`config.mk`:
```
export PLATFORM = sky130hd
export DESIGN_NAME = osd_ring_station
export DESIGN_NICKNAME = d
export VERILOG_FILES = /design/src/rtl/dii_package.sv /design/src/rtl/dii_buffer.sv /design/src/rtl/osd_ring_station.sv
export SDC_FILE = /design/constraint.sdc
export NUM_CORES = 1
export LEC_CHECK = 0
export BUFFER_PORTS_ARGS = -buffer_cell sky130_fd_sc_hd__buf_4
export CELL_PAD_IN_SITES_DETAIL_PLACEMENT = 0
export CELL_PAD_IN_SITES_GLOBAL_PLACEMENT = 1
export CORE_MARGIN = 8
export CORE_UTILIZATION = 49
export CTS_BUF_LIST = sky130_fd_sc_hd__clkbuf_4
export DETAILED_ROUTE_END_ITERATION = 6
export GPL_TIMING_DRIVEN = 1
export PLACE_DENSITY = 0.95
export SKIP_CTS_REPAIR_TIMING = 1
export SKIP_LAST_GASP = 1
export SYNTH_ARGS = -nofsm -noshare
export SYNTH_HDL_FRONTEND = slang
export SYNTH_SLANG_ARGS = --single-unit
export TNS_END_PERCENT = 20
```
`constraint.sdc`:
```
create_clock -name clk -period 5.3 [get_ports clk]
set_clock_uncertainty 0.05 [all_clocks]
set_input_delay 1.06 -clock clk [delete_from_list [all_inputs] [get_ports clk]]
set_output_delay 1.06 -clock clk [all_outputs]
set_load 0.02 [all_outputs]
```
`src/rtl/dii_package.sv`:
```
// Shared debug-interconnect types: the DII flit plus the ring station's route and
// egress-arbiter state encodings and destination-match helper.
package dii_package;

    typedef struct packed {
        logic        valid;
        logic        last;
        logic [15:0] data;
    } dii_flit;

    typedef enum logic [1:0] {
        R_IDLE,
        R_LOCAL,
        R_FWD
    } route_state_t;

    typedef enum logic [1:0] {
        A_IDLE,
        A_FWD,
        A_LOCAL
    } arb_state_t;

    localparam int DII_DEST_W = 16;
    localparam int DII_ID_W   = 10;
    localparam int DII_PAD_W  = DII_DEST_W - DII_ID_W;

    // A destination word only matches when the bits above the module id are all zero.
    function automatic logic destMatch(input logic [DII_DEST_W-1:0] dest,
                                       input logic [DII_ID_W-1:0]   modId);
        return dest == {{DII_PAD_W{1'b0}}, modId};
    endfunction

endpackage

```
`src/rtl/dii_buffer.sv`:
```
// BUF_SIZE-deep flit FIFO with wrap-bit pointers; the head flit is presented
// combinationally and is reusable by any ring stage.
module dii_buffer
    import dii_package::*;
#(
    parameter int BUF_SIZE = 4
) (
    input  logic    i_clk,
    input  logic    i_rst,
    input  dii_flit i_flit,
    output logic    o_ready,
    output dii_flit o_flit,
    input  logic    i_ready
);

    localparam int AW = $clog2(BUF_SIZE);
    localparam logic [AW:0] PTR_ONE = {{AW{1'b0}}, 1'b1};

    logic [AW:0] r_wrPtr;
    logic [AW:0] r_rdPtr;
    logic [16:0] r_mem [BUF_SIZE];

    logic w_empty;
    logic w_full;
    logic w_write;
    logic w_read;

    // Pointers carry one extra wrap bit so full and empty are distinguishable.
    always_comb begin
        w_empty = (r_wrPtr == r_rdPtr);
        w_full  = (r_wrPtr[AW] != r_rdPtr[AW]) &&
                  (r_wrPtr[AW-1:0] == r_rdPtr[AW-1:0]);
        w_write = i_flit.valid && !w_full;
        w_read  = !w_empty && i_ready;
        o_ready = !w_full;
        o_flit.valid = !w_empty;
        {o_flit.last, o_flit.data} = r_mem[r_rdPtr[AW-1:0]];
    end

    always_ff @(posedge i_clk) begin
        if (i_rst) begin
            r_wrPtr <= '0;
            r_rdPtr <= '0;
        end else begin
            if (w_write) begin
                r_wrPtr <= r_wrPtr + PTR_ONE;
            end
            if (w_read) begin
                r_rdPtr <= r_rdPtr + PTR_ONE;
            end
        end
    end

    always_ff @(posedge i_clk) begin
        if (w_write) begin
            r_mem[r_wrPtr[AW-1:0]] <= {i_flit.last, i_flit.data};
        end
    end

endmodule

```
`src/rtl/osd_ring_station.sv`:
```
// Ring attachment stage: delivers packets for this module on local_out, forwards the rest
// and merges local_in onto ring_out. OSD_RING_STATION_STATS_EN adds packet counters.
module osd_ring_station
    import dii_package::*;
#(
    parameter int BUF_SIZE = 4
) (
    input  logic        clk,
    input  logic        rst,
    input  logic [9:0]  id,
    input  dii_flit     ring_in,
    output logic        ring_in_ready,
    output dii_flit     ring_out,
    input  logic        ring_out_ready,
    output dii_flit     local_out,
    input  logic        local_out_ready,
    input  dii_flit     local_in,
    output logic        local_in_ready
`ifdef OSD_RING_STATION_STATS_EN
    ,
    output logic [15:0] stat_local_pkts,
    output logic [15:0] stat_fwd_pkts
`endif
);

    dii_flit      w_head;
    logic         w_headReady;

    route_state_t r_route;
    arb_state_t   r_arb;
    logic         r_prioLocal;

    logic w_isLocal;
    logic w_routeLocal;
    logic w_routeFwd;
    logic w_reqFwd;
    logic w_reqLocal;
    logic w_pickFwd;
    logic w_pickLocal;
    logic w_grantFwd;
    logic w_grantLocal;
    logic w_popLocal;
    logic w_popFwd;
    logic w_ringXfer;

    dii_buffer #(
        .BUF_SIZE (BUF_SIZE)
    ) u_ingress (
        .i_clk   (clk),
        .i_rst   (rst),
        .i_flit  (ring_in),
        .o_ready (ring_in_ready),
        .o_flit  (w_head),
        .i_ready (w_headReady)
    );

    // In R_IDLE the head is a first flit and is routed on the spot, so it can leave
    // in the same cycle the decision is made.
    always_comb begin
        w_isLocal    = destMatch(w_head.data, id);
        w_routeLocal = (r_route == R_LOCAL) ||
                       (r_route == R_IDLE && w_head.valid && w_isLocal);
        w_routeFwd   = (r_route == R_FWD) ||
                       (r_route == R_IDLE && w_head.valid && !w_isLocal);
        w_reqFwd     = w_head.valid && w_routeFwd;
        w_reqLocal   = local_in.valid;

        w_pickFwd    = w_reqFwd && (!w_reqLocal || !r_prioLocal);
        w_pickLocal  = w_reqLocal && (!w_reqFwd || r_prioLocal);
        w_grantFwd   = (r_arb == A_FWD) || (r_arb == A_IDLE && w_pickFwd);
        w_grantLocal = (r_arb == A_LOCAL) || (r_arb == A_IDLE && w_pickLocal);

        local_out.valid = w_head.valid && w_routeLocal;
        local_out.last  = w_head.last;
        local_out.data  = w_head.data;

        ring_out = '0;
        if (w_grantFwd) begin
            ring_out.valid = w_reqFwd;
            ring_out.last  = w_head.last;
            ring_out.data  = w_head.data;
        end else if (w_grantLocal) begin
            ring_out = local_in;
        end

        local_in_ready = w_grantLocal && ring_out_ready;
        w_popLocal     = local_out.valid && local_out_ready;
        w_popFwd       = w_reqFwd && w_grantFwd && ring_out_ready;
        w_headReady    = w_popLocal || w_popFwd;
        w_ringXfer     = ring_out.valid && ring_out_ready;
    end

    // The route is latched as soon as a first flit is seen, so a later id change
    // cannot redirect the rest of that packet.
    always_ff @(posedge clk) begin
        if (rst) begin
            r_route <= R_IDLE;
        end else begin
            case (r_route)
                R_IDLE: begin
                    if (w_head.valid && !(w_headReady && w_head.last)) begin
                        r_route <= w_isLocal ? R_LOCAL : R_FWD;
                    end
                end
                R_LOCAL, R_FWD: begin
                    if (w_headReady && w_head.last) begin
                        r_route <= R_IDLE;
                    end
                end
                default: r_route <= R_IDLE;
            endcase
        end
    end

    // Priority only flips on a contended pick, so an uncontested grant never costs
    // the other source its turn.
    always_ff @(posedge clk) begin
        if (rst) begin
            r_arb       <= A_IDLE;
            r_prioLocal <= 1'b0;
        end else begin
            case (r_arb)
                A_IDLE: begin
                    if (w_reqFwd && w_reqLocal) begin
                        r_prioLocal <= w_pickFwd;
                    end
                    if (w_pickFwd || w_pickLocal) begin
                        if (!(w_ringXfer && ring_out.last)) begin
                            r_arb <= w_pickFwd ? A_FWD : A_LOCAL;
                        end
                    end
                end
                A_FWD, A_LOCAL: begin
                    if (w_ringXfer && ring_out.last) begin
                        r_arb <= A_IDLE;
                    end
                end
                default: r_arb <= A_IDLE;
            endcase
        end
    end

`ifdef OSD_RING_STATION_STATS_EN
    logic [15:0] r_statLocal;
    logic [15:0] r_statFwd;

    // Only packets that arrived from the ring are counted; injected ones are not.
    always_ff @(posedge clk) begin
        if (rst) begin
            r_statLocal <= '0;
            r_statFwd   <= '0;
        end else begin
            if (w_popLocal && w_head.last) begin
                r_statLocal <= r_statLocal + 16'd1;
            end
            if (w_popFwd && w_head.last) begin
                r_statFwd <= r_statFwd + 16'd1;
            end
        end
    end

    assign stat_local_pkts = r_statLocal;
    assign stat_fwd_pkts   = r_statFwd;
`endif

endmodule

```
==> flow_summary.json <==
{
  "numCtsBuffers": 9,
  "clock_latency_ps": 420,
  "yosys.cell_types.count": 49,
  "p_per_area_mw_per_mm2": 451,
  "path_class": "reg -> out",
  "die_area_mm2": 0.0108,
  "cts_tree": "built",
  "vias": 2506,
  "cts_sinks": 81,
  "antenna_left": 0,
  "drt-total-wl_um": 9010,
  "gp_congestion": 0.805,
  "reg2reg_slack_ps": 1810,
  "yosysSeqAreaShare": 0.609,
  "cts_root_buf": "clkbuf_4",
  "path_max_fanout": 14,
  "synth_cells": 244,
  "synth-compound-area-share": 0.0976,
  "hold-path-cell-count": 1,
  "synth_top_area_cell": "edfxtp_1",
  "die-width_um": 104,
  "avgSynthCellArea_um2": 15.5,
  "io_pins": 88,
  "diodes": 0,
  "netlist.area_leader.share": 0.540,
  "run_status": "finished clean",
  "slew_viol_final": 0,
  "fin_util": 0.616,
  "firstDrtPassIters": 4,
  "fin_crit_ps": 4850,
  "holdCritStartpoint": "r_route[0]",
  "max_freq_mhz": 206,
  "clock_path_buffers": 2,
  "routed_via_density": 5.63,
  "gr-usage-all-layers": 0.170,
  "cap_violations": 0,
  "finalSetupViolCount": 0,
  "tightest_slew_ps": 971,
  "synth_top_family_by_area": "multiplexers",
  "ir_drop_mv": 0.273,
  "drcViolationCount": 0,
  "layout.nets": 400,
  "r2r-end": "r_route[1]",
  "final_layout_size_suffix_gt1_frac": 0.402,
  "setup_slack_ps": 451,
  "clkTransAtPathRegs_ps": 110,
  "hp-class": "reg -> reg",
  "slew-limit-headroom": 0.353,
  "crit_arrival_ps": 3740,
  "synth_mux_area_frac": 0.107,
  "grt_pass1_vias": 2692,
  "grt_max_degree": 19,
  "wire_per_inst_um": 20.2,
  "synthAdderAreaFrac": 0.0364,
  "yosys.area_share.simple": 0.0781,
  "synth.area.top_cells": "edfxtp_1, mux4_2, dfxtp_1, a22o_1, ha_1",
  "setup_tns_ps": 0,
  "grt_overflow": 0,
  "pre_cts_ws_ps": 708,
  "synth-xor-area-share": 0.0496,
  "r2r.worst_path.cells": 10,
  "dp_cells": 430,
  "row_count": 32,
  "grt_pass1_wl_um": 14400,
  "io_buffers": 87,
  "rsz0062_at_grt": "false",
  "hold_path_end": "r_route[0]",
  "hpwl_um": 6780,
  "final_hold_viol_count": 0,
  "dpl_cell_area_mm2": 0.00455,
  "fin_cells": 445,
  "htreeDepth": 3,
  "power_mw": 2.11,
  "initial_utilization": 0.497,
  "holdWs_ps": 482,
  "p_leak_nw": 1.79,
  "synth_seq_cells": 81,
  "synth_nets": 305,
  "die_h_um": 104,
  "core_area_mm2": 0.00761,
  "drtIter0Drc": 103,
  "area_growth_pct": 24.0,
  "finalCritPeriodShare": 0.915,
  "antenna_found_initial": 0,
  "design_area_mm2": 0.00469,
  "yosysWarnings": 0,
  "synth_area_mm2": 0.00378,
  "start_kind": "flip-flop",
  "end_kind": "output pin",
  "required_ps": 4190
}
## state kept, by name, summed over array words and instances, names as in the netlist, named ones only
name and cells:
u_ingress.r_wrPtr 3, r_route 2, u_ingress.r_rdPtr 3, u_ingress.r_mem 68
r_prioLocal 1, r_arb 2
## cells in the mapped netlist (all sizes together)
| master | n |
|---|---|
| a211o | 1 |
| nor2 | 14 |
| and3 | 5 |
| nand3 | 2 |
| a21o | 1 |
| o2bb2ai | 1 |
| clkbuf | 4 |
| nand2 | 12 |
| buf | 4 |
| o32a | 1 |
| nor3b | 2 |
| a21oi | 6 |
| o41ai | 1 |
| o21ai | 3 |
| xnor2 | 14 |
| a31oi | 1 |
| nand4 | 5 |
| and2 | 3 |
| dfxtp | 13 |
| nor3 | 1 |
| edfxtp | 68 |
| a32o | 1 |
| inv | 10 |
| a22o | 16 |
| or3 | 3 |
| nand3b | 1 |
| o31a | 2 |
| xor2 | 4 |
| a21boi | 1 |
| o31ai | 3 |
| o21a | 3 |
| mux2i | 2 |
| ha | 11 |
| o311ai | 1 |
| nor4 | 3 |
| mux4 | 17 |
| or3b | 1 |
| o211ai | 1 |
| a211oi | 2 |
## layer usage
layer	vias to the layer above	share of wire	GRT usage
met4	0	0.011	0.0538
li1	1152	-	-
met5	-	0	0
met3	6	0.079	0.0582
met2	123	0.48	0.270
met1	1225	0.44	0.213
## critical path: stages (launching register included)
cell and delay [ps]:
dfxtp_1 740, buf_4 270, mux4_2 380, xnor2_1 320
nand4_1 220, o31a_1 340, a211oi_2 300, o21a_1 220
buf_4 220, a22o_1 170, buf_4 150
## placed cells by master (no fill, tap or decap), types with 2 or more instances in the layout
cell type,n
a21oi_1,5
a22o_1,16
and2_1,3
and3_1,5
buf_4,92
clkbuf_4,9
clkinvlp_4,2
dfxtp_1,12
edfxtp_1,68
ha_1,11
inv_1,10
inv_6,2
mux2i_1,2
mux4_2,17
nand2_1,12
nand3_1,2
nand4_1,4
nor2_1,14
o21a_1,3
o21ai_0,3
o31a_1,2
o31ai_1,2
or3_1,3
xnor2_1,10
xnor2_2,4
xor2_1,4
## how the worst max path moves through the flow
| stage | startpoint | end | cells after the start |
|---|---|---|---|
| 3_5_place_dp | flip-flop | ring_out[0] | 10 |
| 4_1_cts | flip-flop | ring_out[0] | 10 |
| 3_3_place_gp | flip-flop | ring_out[0] | 10 |
| 2_1_floorplan | flip-flop | ring_out[10] | 10 |
| 6_report | flip-flop | ring_out[0] | 10 |
| 5_1_grt | flip-flop | ring_out[0] | 10 |
## report_power, final
group,leakage [nW],internal (mW),switching [mW]
Sequential,0.731,0.737,0.0328
Clock,0.0688,0.144,0.215
Combinational,0.988,0.431,0.553
## cells by family (layout without fill, tap and decap cells)
family | count (synthesis) | after routing
DFF | 81 | 81
muxes | 19 | 19
adders and majority gates | 11 | 11
buffers and inverters | 18 | 117
xor gates and xnor gates | 18 | 18
AOI/OAI and AO/OA | 45 | 45
and+or+nand+nor | 52 | 52
## layout make-up
class                      instances  area [um^2]
clock inverter                     6         67.6
fill                             594         2920
timing repair buffer              92          691
multi-input combinational        145         1390
inverter                          10         37.5
tap                              102          128
sequential                        81         2300
clock buffer                       9         67.6
No activity file was read; power rests on OpenSTA's default activity.
